## config.mk

```make
export PLATFORM = sky130hd
export DESIGN_NAME = boxcar_avg
export DESIGN_NICKNAME = d
export VERILOG_FILES = /design/src/rtl/filt_pkg.sv /design/src/rtl/boxcar_ring_buf.sv /design/src/rtl/boxcar_avg.sv
export SDC_FILE = /design/constraint.sdc
export NUM_CORES = 1
export LEC_CHECK = 0
export ABC_CLOCK_PERIOD_IN_PS = 4000
export CORE_UTILIZATION = 30
export DETAILED_ROUTE_END_ITERATION = 6
export PLACE_DENSITY = 0.43
export SETUP_SLACK_MARGIN = 0.05
export SLEW_MARGIN = 40
export SYNTH_ARGS = -nofsm -noshare
export SYNTH_HDL_FRONTEND = slang
export SYNTH_SLANG_ARGS = --single-unit
```

## constraint.sdc

```tcl
create_clock -name clk -period 4 [get_ports clk]
set_input_delay 0.8 -clock clk [delete_from_list [all_inputs] [get_ports clk]]
set_output_delay 0.8 -clock clk [all_outputs]
set_load 0.005 [all_outputs]
```

## src/rtl/filt_pkg.sv

```systemverilog
// rtl/filt_pkg.sv - shared fixed-point sizing helpers and sample type for the filter chain
package filt_pkg;

    localparam int DEF_WIDTH_H  = 5;
    localparam int DEF_WIDTH_W  = 20;
    localparam int DEF_LEN_LOG2 = 4;

    function automatic int sample_w(input int width_h, input int width_w);
        return width_h + width_w;
    endfunction

    // Room for the sum of 2^len_log2 full-scale samples without overflow.
    function automatic int acc_w(input int dw, input int len_log2);
        return dw + len_log2;
    endfunction

    localparam int DEF_SAMPLE_W = sample_w(DEF_WIDTH_H, DEF_WIDTH_W);

    typedef logic signed [DEF_SAMPLE_W-1:0] sample_t;

endpackage

```

## src/rtl/boxcar_ring_buf.sv

```systemverilog
// rtl/boxcar_ring_buf.sv - synchronous read-first sample RAM, no reset
module boxcar_ring_buf #(
    parameter int DW         = 25,
    parameter int DEPTH_LOG2 = 4
) (
    input  logic                  clk,
    input  logic                  we,
    input  logic [DEPTH_LOG2-1:0] addr,
    input  logic [DW-1:0]         wdata,
    output logic [DW-1:0]         rdata
);

    logic [DW-1:0] mem_q [2**DEPTH_LOG2];

    // Read and write share the address; the read returns the value being overwritten.
    always_ff @(posedge clk) begin
        rdata <= mem_q[addr];
        if (we) begin
            mem_q[addr] <= wdata;
        end
    end

endmodule

```

## src/rtl/boxcar_avg.sv

```systemverilog
// rtl/boxcar_avg.sv - moving-average of the last 2^len_log2 samples, 3-cycle pipeline
module boxcar_avg
    import filt_pkg::*;
#(
    parameter int width_H  = DEF_WIDTH_H,
    parameter int width_W  = DEF_WIDTH_W,
    parameter int len_log2 = DEF_LEN_LOG2
) (
    input  logic                                          clk,
    input  logic                                          rst,
    input  logic                                          data_i_en,
    input  logic signed [sample_w(width_H, width_W)-1:0]  data_i,
    output logic                                          data_o_en,
    output logic signed [sample_w(width_H, width_W)-1:0]  data_o
);

    localparam int DW = sample_w(width_H, width_W);
    localparam int AW = acc_w(DW, len_log2);

    localparam logic [len_log2:0]      FILL_FULL = {1'b1, {len_log2{1'b0}}};
    localparam logic [len_log2-1:0]    PTR_ONE   = len_log2'(1);
    localparam logic signed [AW-1:0]   HALF      = AW'(1) <<< (len_log2 - 1);

    // Stage 1 state
    logic [len_log2-1:0]  wr_ptr_q, wr_ptr_d;
    logic [len_log2:0]    fill_q, fill_d;
    logic signed [DW-1:0] new_q, new_d;
    logic                 old_sel_q, old_sel_d;
    logic                 v1_q, v1_d;

    // Stage 2 state
    logic signed [AW-1:0] acc_q, acc_d;
    logic                 v2_q, v2_d;

    // Stage 3 state
    logic signed [DW-1:0] data_o_q, data_o_d;
    logic                 data_o_en_q, data_o_en_d;

    logic [DW-1:0]        ram_rdata;
    logic                 ram_we;
    logic signed [AW-1:0] new_ext;
    logic signed [AW-1:0] old_ext;

    assign ram_we = data_i_en & ~rst;

    boxcar_ring_buf #(
        .DW         (DW),
        .DEPTH_LOG2 (len_log2)
    ) u_ring_buf (
        .clk   (clk),
        .we    (ram_we),
        .addr  (wr_ptr_q),
        .wdata (data_i),
        .rdata (ram_rdata)
    );

    // The RAM output register doubles as the stage-1 "oldest" register; old_sel_q
    // records whether that slot held a real sample when it was read.
    always_comb begin
        wr_ptr_d  = wr_ptr_q;
        fill_d    = fill_q;
        new_d     = new_q;
        old_sel_d = old_sel_q;
        v1_d      = 1'b0;
        if (data_i_en) begin
            wr_ptr_d  = wr_ptr_q + PTR_ONE;
            fill_d    = (fill_q == FILL_FULL) ? fill_q : fill_q + 1'b1;
            new_d     = data_i;
            old_sel_d = (fill_q == FILL_FULL);
            v1_d      = 1'b1;
        end
    end

    always_comb begin
        new_ext = {{len_log2{new_q[DW-1]}}, new_q};
        old_ext = '0;
        if (old_sel_q) begin
            old_ext = {{len_log2{ram_rdata[DW-1]}}, ram_rdata};
        end
        acc_d = acc_q;
        if (v1_q) begin
            acc_d = acc_q + new_ext - old_ext;
        end
        v2_d = v1_q;
    end

    // Round half up; the result always fits back into DW bits.
    always_comb begin
        data_o_d = data_o_q;
        if (v2_q) begin
            data_o_d = DW'((acc_q + HALF) >>> len_log2);
        end
        data_o_en_d = v2_q;
    end

    always_ff @(posedge clk) begin
        if (rst) begin
            wr_ptr_q    <= '0;
            fill_q      <= '0;
            new_q       <= '0;
            old_sel_q   <= 1'b0;
            v1_q        <= 1'b0;
            acc_q       <= '0;
            v2_q        <= 1'b0;
            data_o_q    <= '0;
            data_o_en_q <= 1'b0;
        end else begin
            wr_ptr_q    <= wr_ptr_d;
            fill_q      <= fill_d;
            new_q       <= new_d;
            old_sel_q   <= old_sel_d;
            v1_q        <= v1_d;
            acc_q       <= acc_d;
            v2_q        <= v2_d;
            data_o_q    <= data_o_d;
            data_o_en_q <= data_o_en_d;
        end
    end

    assign data_o    = data_o_q;
    assign data_o_en = data_o_en_q;

endmodule
```

---- Word-level counts from Yosys, hierarchy flattened ----
Memories as Yosys holds them, arrays and structs flattened. A register that Yosys moved wholly into a read port is not among the register bits.
Index checks and enable logic that the tools add are counted.
word-level totals
  flip-flop bits (word level) ............. 92
  bits in writable memories ............... 400
  input port bits ......................... 28
  word-level logic and storage cells ...... 24
  memories ................................ 1
memories
  name              depth  bits a word  read ports  clocked after memory_dff  write ports  RTL line               text
  u_ring_buf.mem_q  16     25           1           1                         1            boxcar_ring_buf.sv:13  logic [DW-1:0] mem_q [2**DEPTH_LOG2];
cells by class
  add/subtract/negate cells ............... 5
  equality and inequality tests ........... 1
  mux-type cells .......................... 4
  bitwise gates (word level) .............. 3
  reductions and logical operators ........ 1
operators by type and width
  cell                     number
  $add A29 B25 Y29         1
  $add A29 B5 Y29 const B  1
  $mux W29                 1
  $sub A29 B29 Y29         1
  $add A5 B1 Y5 const B    1
  $eq A5 B5 Y1 const B     1
  $add A4 B1 Y4 const B    1
  $mux W1                  3
  $not A1 Y1               2
  $reduce_and A2 Y1        1
  $and A1 B1 Y1            1

---- Logic depth before layout (Yosys ltp) ----
  depth in word-level cells ............... 4
  gate-level depth with buffers ........... 14
  gate-level depth less buffers ........... 13

---- By module ----
Synthesis repeated with hierarchy kept, for this count alone.
second synthesis, totals
  cells, all modules ...................... 1446
  area, all modules ....................... 21946.0 µm²
modules (own cells, without submodules)
  module           instances  cells an instance  area each (µm²)
  boxcar_ring_buf  1          662                15582.4
  boxcar_avg       1          784                6363.6

---- Worst setup path after synthesis ----
Ideal clock, no wire load.
  path kind ............................... register to register
  start point ............................. register old_sel_q
  end point ............................... register acc_q[28]
  library setup time ...................... 0.134 ns
  arrival time ............................ 2.976 ns
  data required time ...................... 3.866 ns
  slack ................................... 0.890 ns
  cell stages (with the launch flop) ...... 15
  buffers on the path ..................... 2
  clock period less this slack ............ 3.110 ns
  cell sequence ........................... dfxtp_1 -> clkbuf_1 -> nand2_1 -> inv_1 -> fa_1 -> inv_1 -> ha_1 -> buf_2 -> and3_4 -> a221oi_2 -> o21ai_1 -> a21oi_1 -> a21oi_1 -> a41o_1 -> or4_1
on the way
  cells in the longest elaborated chain, start to end .. 2
RTL lines
  what                      RTL line           text
  start: declaration        boxcar_avg.sv:28   logic old_sel_q, old_sel_d;
  start signal: assignment  boxcar_avg.sv:111  old_sel_q <= old_sel_d;
  $mux W29                  boxcar_avg.sv:77   if (old_sel_q) begin
  $sub A29 B29 Y29          boxcar_avg.sv:82   acc_d = acc_q + new_ext - old_ext;
  end signal: assignment    boxcar_avg.sv:103  acc_q <= '0;
  end signal: assignment    boxcar_avg.sv:113  acc_q <= acc_d;
  end: declaration          boxcar_avg.sv:32   logic signed [AW-1:0] acc_q, acc_d;
Every way passes these cells.
A chain may end at the register's enable or synchronous reset.

---- Worst setup path after layout ----
  start point ............................. register old_sel_q
  end point ............................... register acc_q[25]
The elaborated chain is that of the path after synthesis.

==> implementation parameters <==
Parameter                              Value

Detailed routing
  Final wirelength    55350 um
  Via count    11.76k
  Drt drc    17
  Total iterations of the first detailed-routing run    6
  Average wire per standard cell    22.27 um
  Iteration-0 DRC Markers    709
  Routed vias/inst    4.731
  Routed Antenna Nets    0

Timing
  Highest attainable clock frequency    280.7 MHz
  Summed negative setup slack over all endpoints    0 ps
  Period utilization    89.05%
  Count of pins over their slew limit    0
  Final Skew    46.60 ps
  Worst slew slack as a fraction of its limit    49.49%
  Hold slack    480.8 ps
  Unrepaired setup endpoints after global routing    no
  Number of endpoints with negative hold slack in the final report    0
  Final setup viols    0
  Period minus WS final    3562 ps
  Measured slew at the worst slew-check pin    757.7 ps

Synth
  Number of unique standard cell types used by synthesis    77
  Main area contributors after synthesis    sky130_fd_sc_hd__edfxtp_1, sky130_fd_sc_hd__mux4_2, sky130_fd_sc_hd__dfxtp_1
  Number of enable-type register cells in the synthesized netlist    400
  Share of the yosys chip area belonging to registers    64.63%
  Net Count, Synth    1489
  Top cell type by total area after synthesis    sky130_fd_sc_hd__edfxtp_1
  Mean area per synthesized cell    15.91 um^2
  Synth warn    0
  Proportion of synthesized flip-flops having asynchronous set or reset    0%
  Share of Yosys cell area claimed by the top area cell type    54.09%
  Syn Inst Count    1396
  Register bit count reported by yosys    517
  Area of the mapped netlist    22210 um^2
  Commonest register cell after synthesis    sky130_fd_sc_hd__edfxtp_1

Setup path
  Number of buffers and inverters on the critical path    2
  Cell type group with the largest total delay on the critical path    compound AO/OA/AOI/OAI gates
  Ordered cell list for the critical path    buf_4 -> and2_1 -> fa_1 -> inv_1 -> ha_1 -> a21oi_1 -> o21a_1 -> o221ai_1 -> a21o_1 -> a311oi_1 -> o21ai_0 -> a211o_1
  Critical path's slowest cell    sky130_fd_sc_hd__dfxtp_1
  WP data arrival    4040 ps
  Endpoint required time on the critical path    4480 ps
  Critical Path Sink Type    flip-flop
  Kind of start point of the critical path    flip-flop
  Critical path's largest stage delay    640 ps
  Largest fanout on the critical path    16
  CP Class    reg -> reg

Layout
  Total non-filler cell area in the finished layout    25970 um^2
  Final-stage net count    1569
  Area added between synthesis and finish    16.95%
  Number of standard cells in the final layout excluding fillers    2485
  Final standard cell utilization of the core    35.54%
  Most common cell after layout, fill and taps aside    sky130_fd_sc_hd__edfxtp_1
  Fraction of final layout cells with drive strength greater than 1    19.74%
  Commonest cells after routing, fill and taps aside    sky130_fd_sc_hd__edfxtp_1, sky130_fd_sc_hd__mux4_2, sky130_fd_sc_hd__inv_1, sky130_fd_sc_hd__dfxtp_1, sky130_fd_sc_hd__nor2_1

Floorplanning
  Number of rows in the core area    99
  # IOs    54
  Effective utilization at floorplan    30.39%
  Floorplan core area    73080 um^2
  Vertical die dimension    274.1 um
  Area enclosed by the die boundary    75120 um^2
  Horiz. Die Dim    274.1 um

Pwr
  Share of total power in sequential cells    40.2%
  Int Pwr    10.74 mW
  Relative contribution of combinational cells to total power    24.4%
  Switching power as a share of total power    30.30%
  Cell Pwr Density    593.6 nW/um^2
  Part of the power in the clock network    35.4%
  LEAKAGE    8.762 nW
  Worst IR Drop VDD    0.2781 mV
  Switching power of the nets    4.672 mW

CTS
  Postcts setup bufs    0
  CTS clk-pin slew, worst paths    60 ps
  Post-CTS resize count    0
  Clock tree from TritonCTS    done
  Clock insertion delay at the later pin of the skew report    630 ps
  Maximum clock insertion buffer count    3
  Hold buffer count at cts    0
  CTS H-tree lvls    2
  Clock root buffer    sky130_fd_sc_hd__clkbuf_16
  Clock sink total    517
  Number of buffers created by CTS    57

Placed design
  # placed instances    2376
  Buffers added on ports    53
  Placer Congestion    0.7613
  Post-detail-place hpwl    34530 um
  Area post-placement    24000 um^2

Global routing
  Initial antenna violation count    7
  Pin count of the biggest net entering global routing    61
  All-layer global routing usage    14.97%
  First-pass GRT wire length    82260 um
  Overflow after GRT    0
  Vias in the first global route    12.16k

Outcome
  Failing checks    DRC
  Status    finished, violations left

Worst hold path
  Classification of the worst-slack hold path    reg -> reg

Job
  Count of max-cap constraint violations    0
-- layer usage --
metal	track usage [%]	up-vias	share of wire [%]
li1	-	5418	-
met1	21.77	6058	49
met2	23.17	203	45
met3	2.286	73	3.8
met4	4.050	4	2.1
met5	0	-	0.049
-- flip-flops by register name, indices dropped and copies added, names as in the netlist --
register	count
u_ring_buf.mem_q	400
data_o_en_d	1
v1_q	1
data_o	25
fill_q	5
acc_q	29
new_q	25
wr_ptr_q	4
data_o_en	1
u_ring_buf.rdata	25
old_sel_q	1
-- power by group through the flow --
stage          Clock [mW]  Sequential (mW)  Combinational (mW)
6_report             5.46             6.20                3.76
3_3_place_gp            0             6.31                3.79
5_1_grt              5.82             6.23                4.20
2_1_floorplan           0             6.21                2.96
3_5_place_dp            0             6.32                3.79
4_1_cts              5.61             6.20                3.81
-- through the flow --
step / power (mW) / setup slack, ps
floorplan: 9.169 / 890.1
global placement: 10.10 / 467.6
detailed placement: 10.11 / 442.2
CTS: 15.62 / 385.7
global route: 16.25 / 165.4
finish: 15.42 / 438.1
-- cell usage after synthesis (28+ instances only) --
library cell and n:
sky130_fd_sc_hd__a21oi_1 30, sky130_fd_sc_hd__and2_1 42, sky130_fd_sc_hd__clkbuf_1 33, sky130_fd_sc_hd__dfxtp_1 117, sky130_fd_sc_hd__edfxtp_1 400, sky130_fd_sc_hd__fa_1 28, sky130_fd_sc_hd__ha_1 37, sky130_fd_sc_hd__inv_1 122
sky130_fd_sc_hd__mux2i_1 40, sky130_fd_sc_hd__mux4_2 125, sky130_fd_sc_hd__nand2_1 33, sky130_fd_sc_hd__nor2_1 94, sky130_fd_sc_hd__xnor2_1 34
-- kinds of logic (layout without fill, tap and decap cells) --
logic type | count (synthesis) | in the layout | share of synthesized area (%)
adders and majority gates | 65 | 65 | 4.609
muxes | 165 | 165 | 14.48
xor gates and xnor gates | 44 | 44 | 1.735
and+or+nand+nor | 275 | 275 | 6.631
AOI/OAI and AO/OA | 138 | 138 | 4.321
other | 0 | 1 | 0
buffers and inverters | 192 | 321 | 3.589
DFF | 517 | 517 | 64.63
-- worst paths after layout --
path	from	to	slack, ps	cells past startpoint
worst max-delay path	old_sel_q	acc_q[25]	440	12
worst min-delay path	acc_q[12]	acc_q[12]	480	2
worst max register to register	old_sel_q	acc_q[25]	440	12
worst min register to register	acc_q[12]	acc_q[12]	480	2
-- worst reg2reg max path, cell delays in order (launching register included) --
cell                       delay (ps)
sky130_fd_sc_hd__dfxtp_1          640
sky130_fd_sc_hd__buf_4            260
sky130_fd_sc_hd__and2_1           150
sky130_fd_sc_hd__fa_1             400
sky130_fd_sc_hd__inv_1             70
sky130_fd_sc_hd__ha_1             340
sky130_fd_sc_hd__a21oi_1          210
sky130_fd_sc_hd__o21a_1           170
sky130_fd_sc_hd__o221ai_1         140
sky130_fd_sc_hd__a21o_1           240
sky130_fd_sc_hd__a311oi_1         370
sky130_fd_sc_hd__o21ai_0          150
sky130_fd_sc_hd__a211o_1          270
-- area by class of cell --
class,instances,area (um^2)
diodes,1,2.502
clock buffers,74,1560
well taps,959,1200
inverters,124,465.4
clock inverters,34,406.6
fillers,6992,47110
repair buffers,89,893.4
flip-flops and latches,517,14370
multi-input cells,687,7077
(Power assumes the default switching activity.)
